File: config.mk
export PLATFORM = sky130hd
export DESIGN_NAME = bcd_updown_counter
export DESIGN_NICKNAME = d
export VERILOG_FILES = /design/src/rtl/bcd_cnt_pkg.sv /design/src/rtl/bcd_digit.sv /design/src/rtl/bcd_updown_counter.sv
export SDC_FILE = /design/constraint.sdc
export NUM_CORES = 1
export LEC_CHECK = 0
export ABC_CLOCK_PERIOD_IN_PS = 1750
export BUFFER_PORTS_ARGS = -buffer_cell sky130_fd_sc_hd__buf_2
export CORE_MARGIN = 3
export CORE_UTILIZATION = 49
export CTS_CLUSTER_SIZE = 16
export DETAILED_ROUTE_END_ITERATION = 10
export PLACE_DENSITY = 0.77
export SLEW_MARGIN = 20
export SYNTH_ARGS = -nofsm -noshare
export SYNTH_HDL_FRONTEND = slang
export SYNTH_SLANG_ARGS = --single-unit
File: constraint.sdc
create_clock -name CLK -period 1.75 [get_ports CLK]
set_input_delay 0 -clock CLK [delete_from_list [all_inputs] [get_ports CLK]]
set_output_delay 0 -clock CLK [all_outputs]
set_load 0.02 [all_outputs]
File: src/rtl/bcd_cnt_pkg.sv
// -----------------------------------------------------------------------------
// bcd_cnt_pkg
// Shared definitions for the multi-digit BCD up/down counter:
//   BCD_MAX / BCD_MIN  : decade limits (9 and 0)
//   bcd_digit_t        : one packed BCD decade
//   bcd_valid()        : true when a nibble holds a legal BCD code (0..9)
// -----------------------------------------------------------------------------
package bcd_cnt_pkg;

    localparam logic [3:0] BCD_MAX = 4'd9;
    localparam logic [3:0] BCD_MIN = 4'd0;

    typedef logic [3:0] bcd_digit_t;

    function automatic logic bcd_valid(input bcd_digit_t digit);
        return (digit <= BCD_MAX);
    endfunction

endpackage

File: src/rtl/bcd_digit.sv
// -----------------------------------------------------------------------------
// bcd_digit
// One BCD decade register with load, increment and decrement.
// Ports:
//   CLK, RST_N       : clock, asynchronous active-low reset
//   step_up, step_dn : advance this decade by +1 / -1 (9->0 / 0->9 rollover)
//   load, load_val   : synchronous preset; has priority over stepping
//   digit            : current decade value (registered)
//   at_max, at_min   : decade currently holds 9 / 0
// -----------------------------------------------------------------------------
module bcd_digit
    import bcd_cnt_pkg::*;
(
    input  logic       CLK,
    input  logic       RST_N,
    input  logic       step_up,
    input  logic       step_dn,
    input  logic       load,
    input  bcd_digit_t load_val,
    output bcd_digit_t digit,
    output logic       at_max,
    output logic       at_min
);

    bcd_digit_t digit_r;
    bcd_digit_t digit_nxt_s;

    // Next decade value: load, then up step, then down step, else hold.
    always_comb begin
        digit_nxt_s = digit_r;
        if (load) begin
            digit_nxt_s = load_val;
        end else if (step_up) begin
            if (digit_r == BCD_MAX) begin
                digit_nxt_s = BCD_MIN;
            end else begin
                digit_nxt_s = digit_r + 4'd1;
            end
        end else if (step_dn) begin
            if (digit_r == BCD_MIN) begin
                digit_nxt_s = BCD_MAX;
            end else begin
                digit_nxt_s = digit_r - 4'd1;
            end
        end else begin
            digit_nxt_s = digit_r;
        end
    end

    // Decade state register.
    always_ff @(posedge CLK or negedge RST_N) begin
        if (!RST_N) begin
            digit_r <= BCD_MIN;
        end else begin
            digit_r <= digit_nxt_s;
        end
    end

    assign digit  = digit_r;
    assign at_max = (digit_r == BCD_MAX);
    assign at_min = (digit_r == BCD_MIN);

endmodule

File: src/rtl/bcd_updown_counter.sv
// -----------------------------------------------------------------------------
// bcd_updown_counter
// DIGITS-decade packed BCD up/down pulse counter with validated preset load.
// Ports:
//   CLK   : clock (rising edge)
//   RST_N : asynchronous active-low reset
//   EN    : count enable, one step per cycle
//   DIR   : 1 = count up, 0 = count down (used only while EN is high)
//   LOAD  : synchronous preset strobe (wins over EN)
//   DIN   : preset value, packed BCD, digit 0 in [3:0]
//   BCD   : current count, packed BCD, registered
//   WRAP  : one-cycle pulse after a step across the 0 / all-nines boundary
//   ZERO  : count is all zeros
//   ERR   : one-cycle pulse after a LOAD rejected for a non-BCD nibble
// Build option:
//   BCD_CNT_SAT_EN : when defined, the count saturates at all nines / zero
//                    and WRAP flags each blocked step instead of a rollover.
// -----------------------------------------------------------------------------
module bcd_updown_counter
    import bcd_cnt_pkg::*;
#(
    parameter int DIGITS = 4
) (
    input  logic                CLK,
    input  logic                RST_N,
    input  logic                EN,
    input  logic                DIR,
    input  logic                LOAD,
    input  logic [4*DIGITS-1:0] DIN,
    output logic [4*DIGITS-1:0] BCD,
    output logic                WRAP,
    output logic                ZERO,
    output logic                ERR
);

    logic [DIGITS-1:0] at_max_s;
    logic [DIGITS-1:0] at_min_s;
    logic [DIGITS-1:0] nib_ok_s;
    logic [DIGITS-1:0] step_up_s;
    logic [DIGITS-1:0] step_dn_s;
    logic [DIGITS:0]   below_max_s;
    logic [DIGITS:0]   below_min_s;
    logic              load_ok_s;
    logic              up_s;
    logic              dn_s;
    logic              edge_hit_s;
    logic              block_s;
    logic              wrap_r;
    logic              err_r;

    // Whole-word validity: a LOAD is accepted only if every nibble is BCD.
    assign load_ok_s = LOAD & (&nib_ok_s);
    assign up_s      = EN & ~LOAD & DIR;
    assign dn_s      = EN & ~LOAD & ~DIR;

    // Carry/borrow enables: decade i moves when all lower decades are at 9 (up)
    // or at 0 (down). below_*[DIGITS] is the full-word boundary detect.
    always_comb begin
        below_max_s    = {(DIGITS+1){1'b0}};
        below_min_s    = {(DIGITS+1){1'b0}};
        below_max_s[0] = 1'b1;
        below_min_s[0] = 1'b1;
        for (int i = 0; i < DIGITS; i++) begin
            below_max_s[i+1] = below_max_s[i] & at_max_s[i];
            below_min_s[i+1] = below_min_s[i] & at_min_s[i];
        end
    end

    assign edge_hit_s = (up_s & below_max_s[DIGITS]) | (dn_s & below_min_s[DIGITS]);

`ifdef BCD_CNT_SAT_EN
    assign block_s = edge_hit_s;
`else
    assign block_s = 1'b0;
`endif

    // Per-decade step strobes; a saturated boundary step is suppressed entirely.
    always_comb begin
        step_up_s = {DIGITS{1'b0}};
        step_dn_s = {DIGITS{1'b0}};
        for (int i = 0; i < DIGITS; i++) begin
            step_up_s[i] = up_s & ~block_s & below_max_s[i];
            step_dn_s[i] = dn_s & ~block_s & below_min_s[i];
        end
    end

    for (genvar g = 0; g < DIGITS; g++) begin : g_digit
        assign nib_ok_s[g] = bcd_valid(DIN[4*g +: 4]);

        bcd_digit u_digit (
            .CLK      (CLK),
            .RST_N    (RST_N),
            .step_up  (step_up_s[g]),
            .step_dn  (step_dn_s[g]),
            .load     (load_ok_s),
            .load_val (DIN[4*g +: 4]),
            .digit    (BCD[4*g +: 4]),
            .at_max   (at_max_s[g]),
            .at_min   (at_min_s[g])
        );
    end

    // Event pulse registers, aligned with the count update.
    always_ff @(posedge CLK or negedge RST_N) begin
        if (!RST_N) begin
            wrap_r <= 1'b0;
            err_r  <= 1'b0;
        end else begin
            wrap_r <= edge_hit_s;
            err_r  <= LOAD & ~(&nib_ok_s);
        end
    end

    assign WRAP = wrap_r;
    assign ERR  = err_r;
    assign ZERO = below_min_s[DIGITS];

endmodule

==> metrics.csv <==
metric,value,unit
run_status,"complete, but fails checks",
failed_checks,setup timing,
post-place-ws,-0.07613,ns
comb_power_share,0.639,
instance_count_after_placement_with_tap_cells_included,289,
flow.area_growth_from_synthesis,32.00,%
critPathKind,reg -> reg,
final_min_period_over_clock_period,1.084,
grt_setup_unrepaired,true,
share_seq_of_total_power,0.261,
setup_ws,-0.1463,ns
place.gp.congestion,0.8425,
mostFrequentLayoutCell,sky130_fd_sc_hd__buf_2,
number_of_drc_violations_after_detailed_routing,0,
post_synth_inst_count,203,
timing.final.hold_violations,0,
cts_root_buf,sky130_fd_sc_hd__clkbuf_4,
total_leakage_power,0.9449,nW
fillers,278,
ir_worst_vdd,0.0006151,V
worstReg2RegStart,g_digit[1].u_digit.digit[0]$_DFFE_PN0P_,
fin_worst_skew,0.001044,ns
worst_path_largest_cell_delay,0.56,ns
detail_route.first_pass.iterations,4,
routedWlPerCell,13.79,um
synth.net_count,224,
diodes,0,
dominantRegCellSynth,sky130_fd_sc_hd__dfrtp_1,
multi_input_area,1079,sq um
seq_area_frac_synth,0.2711,
drtAntennaViolNets,0,
ys_ff_latch,18,
placedInstanceArea,1954,sq um
tritoncts,built,
end_kind,flop,
clockPowerShare,0.099,
synth-async-reset-ratio,1.000,
global_route.usage.total,0.2166,
die_w,64.23,um
grt_max_degree,19,
power.total,2.643,mW
hp-start,DIN[7],
buffers_and_inverters_on_the_worst_path,1,
clock_sinks,18,
layout_utilization,0.6956,
synth.yosys.warnings,0,
power_switching_share,0.4596,
cts-root-to-sink-buffers,2,
worstSetupStartpointType,flop,
antenna_violations_before_repair,0,
cellPowerDensity,1205,nW/um^2
worstSetupStartpoint,g_digit[1].u_digit.digit[0]$_DFFE_PN0P_,
slew_headroom,0.7230,
clk-insertion-delay-late,0.29,ns
layout-drive-gt1-share,0.3209,
synth_area,1662,sq um
timing.critical_path.required,1.95,ns
timing.final.setup_violations,6,
final_area,2193,sq um
achievable-frequency,527.3,MHz
worst-endpoint-arrival,2.09,ns
max_slew.worst_pin.slew,0.4155,ns
cp_slowest_cell,sky130_fd_sc_hd__or4_4,
average_cell_area_after_synthesis,8.185,sq um
synth.distinct_cells,57,
layout.nets,290,
power.internal,1.428,mW
grt.overflow.total,0,
grt_pass1_vias,1508,
place.port_buffers,39,
critical_path.cell_chain,or4_4 -> nor3b_4 -> buf_4 -> a31oi_4 -> a21o_1 -> o22a_1,
synth-edff-count,0,
initialDrtViolationCount,197,
floorplan.core_area,3153,sq um
first_pass_grt_wire_length,7127,um
via_per_inst,5.471,
period_needed,1.896,ns
die_height,64.23,um
hp-class,in -> reg,
path_delay_family,simple AND/OR/NAND/NOR gates,
tritoncts.num_buffers,3,
dr_total_vias,1707,
crit_path_max_fanout,6,
area_of_the_die,4125,sq um
initial_utilization,0.5270,
pin_count,40,
drt-total-wl,4304,um
final-seq-area,456.7,sq um
p_switching,1.215,mW
cts-htree-levels,1,
floorplan.rows,20,
cts.reportedPaths.clkPinSlew,0.11,ns
final_cell_mix,"sky130_fd_sc_hd__buf_2, sky130_fd_sc_hd__nor2_1, sky130_fd_sc_hd__buf_4",
finalMaxSlewViolations,0,
maxCapViolCount,0,
place_hpwl,3073,um
fin_cells,312,
## cell type report
cell class,count,area share
Sequential cell,18,0.2082
Tap cell,44,0.02510
Inverter,6,0.01027
Clock buffer,4,0.01654
Timing Repair Buffer,79,0.2481
Multi-Input combinational cell,161,0.4917
## registers in the layout, indices dropped and copies added (netlist names)
name,count
g_digit.u_digit.digit,16
ERR,1
WRAP,1
## power by group through the flow
stage / combinational, mW / sequential [mW] / clock, mW
2_1_floorplan: 1.11 / 0.857 / 0
5_1_grt: 1.84 / 0.714 / 0.290
3_5_place_dp: 1.61 / 0.697 / 0
3_3_place_gp: 1.60 / 0.692 / 0
6_report: 1.69 / 0.691 / 0.262
4_1_cts: 1.65 / 0.689 / 0.269
## synthesized netlist by cell type, types with 2 or more instances
cell type	instances	share of area
sky130_fd_sc_hd__nor4_1	4	0.015
sky130_fd_sc_hd__nor3_2	2	0.012
sky130_fd_sc_hd__or4_4	2	0.014
sky130_fd_sc_hd__a221oi_1	3	0.016
sky130_fd_sc_hd__a21oi_1	17	0.051
sky130_fd_sc_hd__nor2b_1	2	0.0075
sky130_fd_sc_hd__nor2_1	24	0.054
sky130_fd_sc_hd__o211ai_1	2	0.0090
sky130_fd_sc_hd__dfrtp_1	18	0.27
sky130_fd_sc_hd__mux2i_1	3	0.018
sky130_fd_sc_hd__nand2_1	17	0.038
sky130_fd_sc_hd__xnor2_1	5	0.026
sky130_fd_sc_hd__clkbuf_1	8	0.018
sky130_fd_sc_hd__a22oi_1	2	0.0090
sky130_fd_sc_hd__o21ai_0	16	0.048
sky130_fd_sc_hd__and2_1	2	0.0075
sky130_fd_sc_hd__nand4_1	2	0.0075
sky130_fd_sc_hd__inv_1	6	0.014
sky130_fd_sc_hd__a211o_1	3	0.016
sky130_fd_sc_hd__o21ai_1	4	0.012
sky130_fd_sc_hd__a311o_1	2	0.012
sky130_fd_sc_hd__buf_6	5	0.034
sky130_fd_sc_hd__buf_4	2	0.0090
sky130_fd_sc_hd__nor3_1	8	0.024
sky130_fd_sc_hd__nand3_1	3	0.0090
sky130_fd_sc_hd__a211oi_1	2	0.0090
sky130_fd_sc_hd__nand2b_1	4	0.015
sky130_fd_sc_hd__buf_2	2	0.0060
sky130_fd_sc_hd__a21o_1	2	0.0090
sky130_fd_sc_hd__xor2_1	4	0.021
## logic make-up after synthesis
group                  share of synthesized area
AND/OR/NAND/NOR                           0.3200
XOR/XNOR                                 0.04744
flip-flops                                0.2711
multiplexers                             0.01807
buffers and inverters                    0.09262
AO/OA/AOI/OAI                             0.2508
## through the flow
stage	hold slack [ns]	TNS, ns
5_1_grt	0.02142	-1.096
2_1_floorplan	-0.2956	-1.194
4_1_cts	0.01486	-0.5666
3_3_place_gp	-0.03883	-0.08282
3_5_place_dp	-0.04044	-0.1973
6_report	0.02694	-0.5479
## tightest hold or removal path: stages
cell	delay [ns]
sky130_fd_sc_hd__buf_2	0.11
sky130_fd_sc_hd__nor2_1	0.12
sky130_fd_sc_hd__a221oi_1	0.06
## worst paths after layout
| check | endpoint | slack, ns | cells after the start |
|---|---|---|---|
| worst min-delay path | g_digit[1].u_digit.digit[3]$_DFFE_PN0P_ | 0.03 | 3 |
| max in group asynchronous | g_digit[0].u_digit.digit[3]$_DFFE_PN0P_ | 1.28 | 2 |
| worst max-delay path | g_digit[3].u_digit.digit[1]$_DFFE_PN0P_ | -0.15 | 6 |
| worst max register to register | g_digit[3].u_digit.digit[1]$_DFFE_PN0P_ | -0.15 | 6 |
| worst min register to register | WRAP$_DFF_PN0_ | 0.71 | 2 |
| min in group asynchronous | g_digit[0].u_digit.digit[0]$_DFFE_PN0P_ | 0.16 | 2 |
## per-layer routing
layer,up-vias,track usage,part of all wire
li1,866,-,-
met1,781,0.3104,0.47
met2,58,0.3419,0.47
met3,2,0.04218,0.053
met4,0,0.03694,0.0030
met5,-,0,0
## timing repair
action	CTS	global route
pin swaps	4	1
hold buffers	17	0
buffers inserted	1	1
endpoints found under the setup margin	7	12
gates resized for setup	2	4
endpoints found under the hold margin	34	0
Note: power is estimated with default switching activity, not from simulation.
